==> src/rtl/mem2io_bridge.sv <==
// CPU-side memory-mapped I/O bridge: decodes a small I/O window plus an event
// register in front of the SRAM, with synchronised inputs and byte-lane outputs.
module mem2io_bridge #(
  parameter int          DATA_W      = 16,
  parameter int          ADDR_W      = 20,
  parameter int          NUM_IO      = 4,
  parameter logic [15:0] IO_BASE     = 16'hFFFC,
  parameter int          SYNC_STAGES = 2
) (
  input  logic                     Clk,
  input  logic                     Reset,
  input  logic [ADDR_W-1:0]        ADDR,
  input  logic                     CE,
  input  logic                     UB,
  input  logic                     LB,
  input  logic                     OE,
  input  logic                     WE,
  input  logic [NUM_IO*DATA_W-1:0] Switches,
  input  logic [DATA_W-1:0]        Data_from_CPU,
  input  logic [DATA_W-1:0]        Data_from_SRAM,
  output logic [DATA_W-1:0]        Data_to_CPU,
  output logic [DATA_W-1:0]        Data_to_SRAM,
  output logic [NUM_IO*DATA_W-1:0] IO_Out,
  output logic                     IO_Sel,
  output logic                     Event_Irq
);

  localparam int HALF = DATA_W / 2;
  localparam int IOW  = NUM_IO * DATA_W;

  logic [15:0] addrLow;
  logic [NUM_IO-1:0] chanSel;
  logic chanHit;
  logic evtHit;
  logic wr;
  logic rd;
  logic wrCommit;
  logic rdCommit;

  logic [SYNC_STAGES-1:0][IOW-1:0] syncReg_q;
  logic [NUM_IO-1:0][DATA_W-1:0]   swSync;
  logic [NUM_IO-1:0][DATA_W-1:0]   swPrev_q;
  logic [NUM_IO-1:0][DATA_W-1:0]   ioReg_q;
  logic [NUM_IO-1:0][DATA_W-1:0]   ioReg_d;
  logic [NUM_IO-1:0]               evt_q;
  logic [NUM_IO-1:0]               evt_d;
  logic [NUM_IO-1:0]               changed;
  logic [DATA_W-1:0]               chanWord;
  logic                            wr_q;
  logic                            rd_q;

  assign addrLow = ADDR[15:0];

  // Only the low 16 address bits take part in the decode.
  if (ADDR_W > 16) begin : gUpperAddr
    logic unusedAddrHi;
    assign unusedAddrHi = ^ADDR[ADDR_W-1:16];
  end

  always_comb begin
    chanSel = '0;
    for (int i = 0; i < NUM_IO; i++) begin
      if ({1'b0, addrLow} == (17'(IO_BASE) + 17'(i))) begin
        chanSel[i] = 1'b1;
      end
    end
  end

  assign chanHit = |chanSel;
  assign evtHit  = (addrLow == 16'(IO_BASE - 16'd1));
  assign IO_Sel  = chanHit | evtHit;

  assign wr       = ~CE & ~WE;
  assign rd       = ~CE & ~OE & WE;
  assign wrCommit = wr & ~wr_q;
  assign rdCommit = rd & ~rd_q;

  assign swSync = syncReg_q[SYNC_STAGES-1];

  always_comb begin
    changed  = '0;
    chanWord = '0;
    for (int i = 0; i < NUM_IO; i++) begin
      changed[i] = (swSync[i] != swPrev_q[i]);
      if (chanSel[i]) begin
        chanWord = chanWord | swSync[i];
      end
    end
  end

  always_comb begin
    Data_to_CPU = '0;
    if (rd) begin
      if (chanHit) begin
        Data_to_CPU = chanWord;
      end else if (evtHit) begin
        Data_to_CPU = DATA_W'(evt_q);
      end else begin
        Data_to_CPU = Data_from_SRAM;
      end
    end
  end

  always_comb begin
    ioReg_d = ioReg_q;
    if (wrCommit) begin
      for (int i = 0; i < NUM_IO; i++) begin
        if (chanSel[i]) begin
          if (!UB) ioReg_d[i][DATA_W-1:HALF] = Data_from_CPU[DATA_W-1:HALF];
          if (!LB) ioReg_d[i][HALF-1:0]      = Data_from_CPU[HALF-1:0];
        end
      end
    end
  end

  // A fresh change outranks the clear-on-read for the same bit.
  assign evt_d = ((rdCommit & evtHit) ? '0 : evt_q) | changed;

  always_ff @(posedge Clk) begin
    if (Reset) begin
      syncReg_q <= '0;
      swPrev_q  <= '0;
      ioReg_q   <= '0;
      evt_q     <= '0;
      wr_q      <= 1'b0;
      rd_q      <= 1'b0;
    end else begin
      if (SYNC_STAGES > 1) begin
        syncReg_q <= {syncReg_q[SYNC_STAGES-2:0], Switches};
      end else begin
        syncReg_q <= Switches;
      end
      swPrev_q <= swSync;
      ioReg_q  <= ioReg_d;
      evt_q    <= evt_d;
      wr_q     <= wr;
      rd_q     <= rd;
    end
  end

  assign IO_Out       = ioReg_q;
  assign Data_to_SRAM = Data_from_CPU;
  assign Event_Irq    = |evt_q;

endmodule

==> config.mk <==
export PLATFORM = sky130hd
export DESIGN_NAME = mem2io_bridge
export DESIGN_NICKNAME = d
export VERILOG_FILES = /design/src/rtl/mem2io_bridge.sv
export SDC_FILE = /design/constraint.sdc
export NUM_CORES = 1
export LEC_CHECK = 0
export CAP_MARGIN = 20
export CORE_ASPECT_RATIO = 1.1
export CORE_MARGIN = 4
export CORE_UTILIZATION = 45
export CTS_CLUSTER_DIAMETER = 60
export DETAILED_ROUTE_END_ITERATION = 10
export PLACE_DENSITY_LB_ADDON = 0.12
export SYNTH_ARGS = -nofsm -noshare
export SYNTH_HDL_FRONTEND = slang
export SYNTH_SLANG_ARGS = --single-unit
==> constraint.sdc <==
create_clock -name Clk -period 2.75 [get_ports Clk]
set_clock_uncertainty 0.1 [all_clocks]
set_input_delay 0.55 -clock Clk [delete_from_list [all_inputs] [get_ports Clk]]
set_output_delay 0.55 -clock Clk [all_outputs]
set_load 0.005 [all_outputs]
; After elaboration in Yosys (flattened, before gate mapping)
; Cells that the tools add are included.
[word_totals]
ff_bits = 262
input_bits = 123
output_inout_bits = 98
word_cells = 66
[op_classes]
n_eq_ne = 9
n_mux = 12
n_bitwise = 18
n_reduce_logical = 10
[op_table]
columns = cell, count
row1 = 16-bit 2-to-1 mux, 7
row2 = "16-bit == test, second input constant", 5
row3 = 16-bit inequality test, 4
row4 = 16-bit OR, 3
row5 = 3-bit AND reduction, 8
row6 = 4-bit OR reduction, 2
row7 = 1-bit NOT, 7
row8 = 1-bit bitwise AND, 6
row9 = 1-bit 2-to-1 mux, 4
row10 = 4-bit 2-to-1 mux, 1
row11 = 4-bit OR, 1
row12 = 1-bit OR, 1

; Depth between registers and ports, before layout
[depth]
depth_word = 11
depth_mapped = 7
depth_no_buf = 4

; Worst setup path after synthesis
; Ideal clock, no wire load.
[synth_timing]
path_kind = input to output
start = input ADDR[0]
end = output Data_to_CPU[12]
t_arrival_ns = 1.731
t_required_ns = 2.100
path_slack_ns = 0.369
stages = 6
n_path_buf = 2
cell_sequence = buf_2 and4b_1 clkbuf_1 a22oi_1 o22a_1 a21oi_1
[synth_via]
elab_chain_len = 11
elab_cells_between_ends = 20
cone_classes = eq/ne: 5 / mux: 11 / bitwise: 3 / reduce/logical: 1
[synth_lines]
columns = element, line
row1 = start: declaration, 12  ; input logic [ADDR_W-1:0] ADDR,
row2 = 16-bit == test, 63  ; if ({1'b0, addrLow} == (17'(IO_BASE) + 17'(i))) begin
row3 = 1-bit 2-to-1 mux, 63
row4 = 16-bit 2-to-1 mux, 85  ; if (chanSel[i]) begin
row5 = 16-bit OR, 86  ; chanWord = chanWord | swSync[i];
row6 = 16-bit 2-to-1 mux, 85
row7 = 16-bit OR, 86
row8 = 16-bit 2-to-1 mux, 85
row9 = 16-bit OR, 86
row10 = 16-bit 2-to-1 mux, 85
row11 = 16-bit 2-to-1 mux *, 94  ; if (chanHit) begin
row12 = 16-bit 2-to-1 mux *, 93  ; if (rd) begin
row13 = end: declaration, 21  ; output logic [DATA_W-1:0] Data_to_CPU,
; Every way passes the cells marked *; elsewhere a longest branch is shown, timed or not.

; Worst setup path after layout
[layout_timing]
start = input ADDR[2]
end = output Data_to_CPU[10]
; Same word-level chain as after synthesis.

==> impl_metrics.env <==
export IMPL_layout_filler_cells=1750
export IMPL_worstSkewPairLatency_ns=0.53
export IMPL_synth_ff_type="dfxtp_1"
export IMPL_power_static_leakage_nw=4.75
export IMPL_layout_area_overhead_vs_synth_pct=38.3
export IMPL_die_height_um=161
export IMPL_postPlaceCellArea_mm2=0.0122
export IMPL_finalWorstPathRequiredPeriod_ns=2.74
export IMPL_timing_slew_headroom_pct=68.3
export IMPL_clockBufferDepth=3
export IMPL_worst_setup_path_end_kind="output pin"
export IMPL_rsz0062_at_grt="yes"
export IMPL_synth_edff_count=0
export IMPL_antenna_found_initial=0
export IMPL_commonest_cells_in_the_netlist="dfxtp_1 (262), nor2b_1 (193), a21oi_1 (80), o21ai_0 (79), nand4_1 (71)"
export IMPL_drive_gt1_share_pct=13.4
export IMPL_synthesis_instances=940
export IMPL_routedWlPerCell_um=17.2
export IMPL_synth_yosys_seq_area_share_pct=55.1
export IMPL_startpoint_type_of_the_worst_setup_path="input pin"
export IMPL_final_min_period_over_clock_period_pct=99.5
export IMPL_holdWs_ns=0.330
export IMPL_grt_start_max_net_pins=64
export IMPL_clock_tree_htree_level_count=1
export IMPL_ys_ff_latch=262
export IMPL_final_area_mm2=0.0132
export IMPL_tritoncts_num_buffers=25
export IMPL_first_global_vias=7146
export IMPL_status="complete, no violations"
export IMPL_drt_wl_total_mm=25.4
export IMPL_cts_reportedPaths_clkPinSlew_ns=0.07
export IMPL_global_route_overflow_total=0
export IMPL_finalNetCount=1289
export IMPL_routed_via_count=7493
export IMPL_io_pins=221
export IMPL_core_region_area_mm2=0.0207
export IMPL_antenna_violating_nets_post_route=0
export IMPL_critical_path_required_ns=2.10
export IMPL_slew_viol_final=0
export IMPL_ys_async_sr_fraction_pct=0
export IMPL_hold_violations=0
export IMPL_yosys_warnings=0
export IMPL_critPathKind="in -> out"
export IMPL_synthesis_area_per_instance_um2=10.1
export IMPL_dr_pass1_iters=5
export IMPL_vias_per_std_cell=5.09
export IMPL_worst_pin_slew_ns=0.475
export IMPL_detailedPlacementHpwl_mm=18.5
export IMPL_root_buffer="clkbuf_16"
export IMPL_netlist_area_mm2=0.00952
export IMPL_synth_nets=1063
export IMPL_die_area_mm2=0.0236
export IMPL_setup_tns_final_ns=0
export IMPL_yosys_cell_count_top_type="dfxtp_1"
export IMPL_arrival_ns=2.09
export IMPL_synth_cell_type_count=34
export IMPL_ys_top_cells_by_area="dfxtp_1 (55%), nor2b_1 (13%), xnor2_1 (5.9%)"
export IMPL_grtUsageTotal_pct=20.5
export IMPL_clock_tree_from_tritoncts="yes"
export IMPL_cts_sinks=262
export IMPL_rows=55
export IMPL_synth_top_area_share_pct=55.1
export IMPL_floorplan_initialDensity_pct=46.0
export IMPL_synth_top_area_cell="dfxtp_1"
export IMPL_largest_fanout_on_the_critical_path=12
export IMPL_die_w_um=147
export IMPL_fmax_ghz=0.366
export IMPL_maximum_resistive_drop_on_vdd_uv=565
export IMPL_maxCapViolations=0
export IMPL_io_buffer_count=216
export IMPL_wire_length_of_the_first_global_routing_pass_mm=39.3
export IMPL_hold_path_class="reg -> reg"
export IMPL_setup_viol=0
export IMPL_finalWeightedCongestion=0.882
export IMPL_power_per_cell_area_mw_per_mm2=626
export IMPL_post_route_drc_count=0
export IMPL_detail_route_iter0_violations=375
## cell type report
class,count,area [um2],area share [%]
sequential,262,5250,39.8
multi-input combinational,589,3890,29.6
timing repair buffer,287,2760,21.0
clock buffer,31,688,5.23
tap,285,357,2.71
clock inverter,15,209,1.59
antenna,2,5.00,0.0380
inverter,1,3.75,0.0285
## path summary, 6_finish.rpt
path / slack (ns) / to / from / cells after the start
worst min register to register: 0.33 / swSync[49] / syncReg_q[49] / 1
worst max-delay path: 0.01 / Data_to_CPU[10] / ADDR[2] / 8
worst max register to register: 1.02 / IO_Out[6] / wr_q / 4
worst min-delay path: 0.33 / swSync[49] / syncReg_q[49] / 1
## power by group
group          total, mW  leakage, nW  internal (mW)  switching [mW]
Combinational      0.605         2.18          0.353           0.253
Clock               3.66        0.429           2.18            1.48
Sequential          3.98         2.15           3.91          0.0714
Total               8.25         4.75           6.44            1.80
## cells by family after synthesis
logic type      Yosys count  share of synthesized area (%)
mux                       8                           1.37
simple gates            315                           21.0
compound gates          202                           11.9
xor+xnor                 64                           5.89
buf+inv                  89                           4.83
flops                   262                           55.1
## worst max-delay path, stage by stage
cell and delay (ns):
dlygate4sd2_1 0.29, buf_4 0.15, and4b_2 0.23, buf_12 0.15
a22oi_1 0.33, o22a_1 0.20, a21oi_1 0.06, buf_2 0.13
## state kept, by name, summed over array words and instances (netlist names)
signal	count
IO_Out	64
evt_q	4
rd_q	1
swPrev_q	64
swSync	64
syncReg_q	64
wr_q	1
## cells in the final DEF, fill, tap and decap left out, types with 5 or more instances in the layout
| cell type | netlist | layout |
|---|---|---|
| nand3_1 | 18 | 17 |
| dfxtp_1 | 262 | 262 |
| nand4_1 | 71 | 71 |
| dlygate4sd2_1 | 0 | 17 |
| xnor2_1 | 64 | 64 |
| clkbuf_16 | 0 | 25 |
| a22oi_1 | 24 | 19 |
| a21oi_1 | 80 | 80 |
| buf_2 | 22 | 13 |
| o22a_1 | 12 | 12 |
| o21ai_0 | 79 | 79 |
| buf_4 | 17 | 54 |
| clkinv_4 | 0 | 6 |
| buf_6 | 4 | 8 |
| nor2b_1 | 193 | 193 |
| buf_12 | 0 | 8 |
| clkdlybuf4s50_1 | 0 | 182 |
| a22oi_2 | 0 | 5 |
## layer usage
metal / GRT usage, % / up-vias / share of wire, %
li1: - / 3684 / -
met1: 25.9 / 3510 / 42
met3: 3.78 / 39 / 6.1
met2: 36.0 / 260 / 50
met4: 5.77 / 0 / 2.2
met5: 0 / - / 0
## stage by stage
| stage | worst slack, ns | power [mW] | instances | utilization [%] |
|---|---|---|---|---|
| final | 0.0142 | 8.25 | 1472 | 63.6 |
| after global routing | -0.00732 | 8.52 | 1470 | 63.5 |
| after CTS | 0.000359 | 8.31 | 1470 | 63.4 |
| after detailed placement | -0.615 | 4.68 | 1419 | 58.8 |
| after global placement | -0.584 | 4.68 | 1419 | 58.8 |
| after floorplan | 0.369 | 4.33 | 940 | - |
## what timing repair did
action | in CTS | in global routing
gates resized for setup | 102 | 5
gates cloned | 1 | 0
buffers inserted | 8 | 0
hold buffers | 0 | 0
pin swaps | 23 | 0
setup endpoints to repair | 17 | 7
Note: power is estimated with default switching activity, not from simulation.
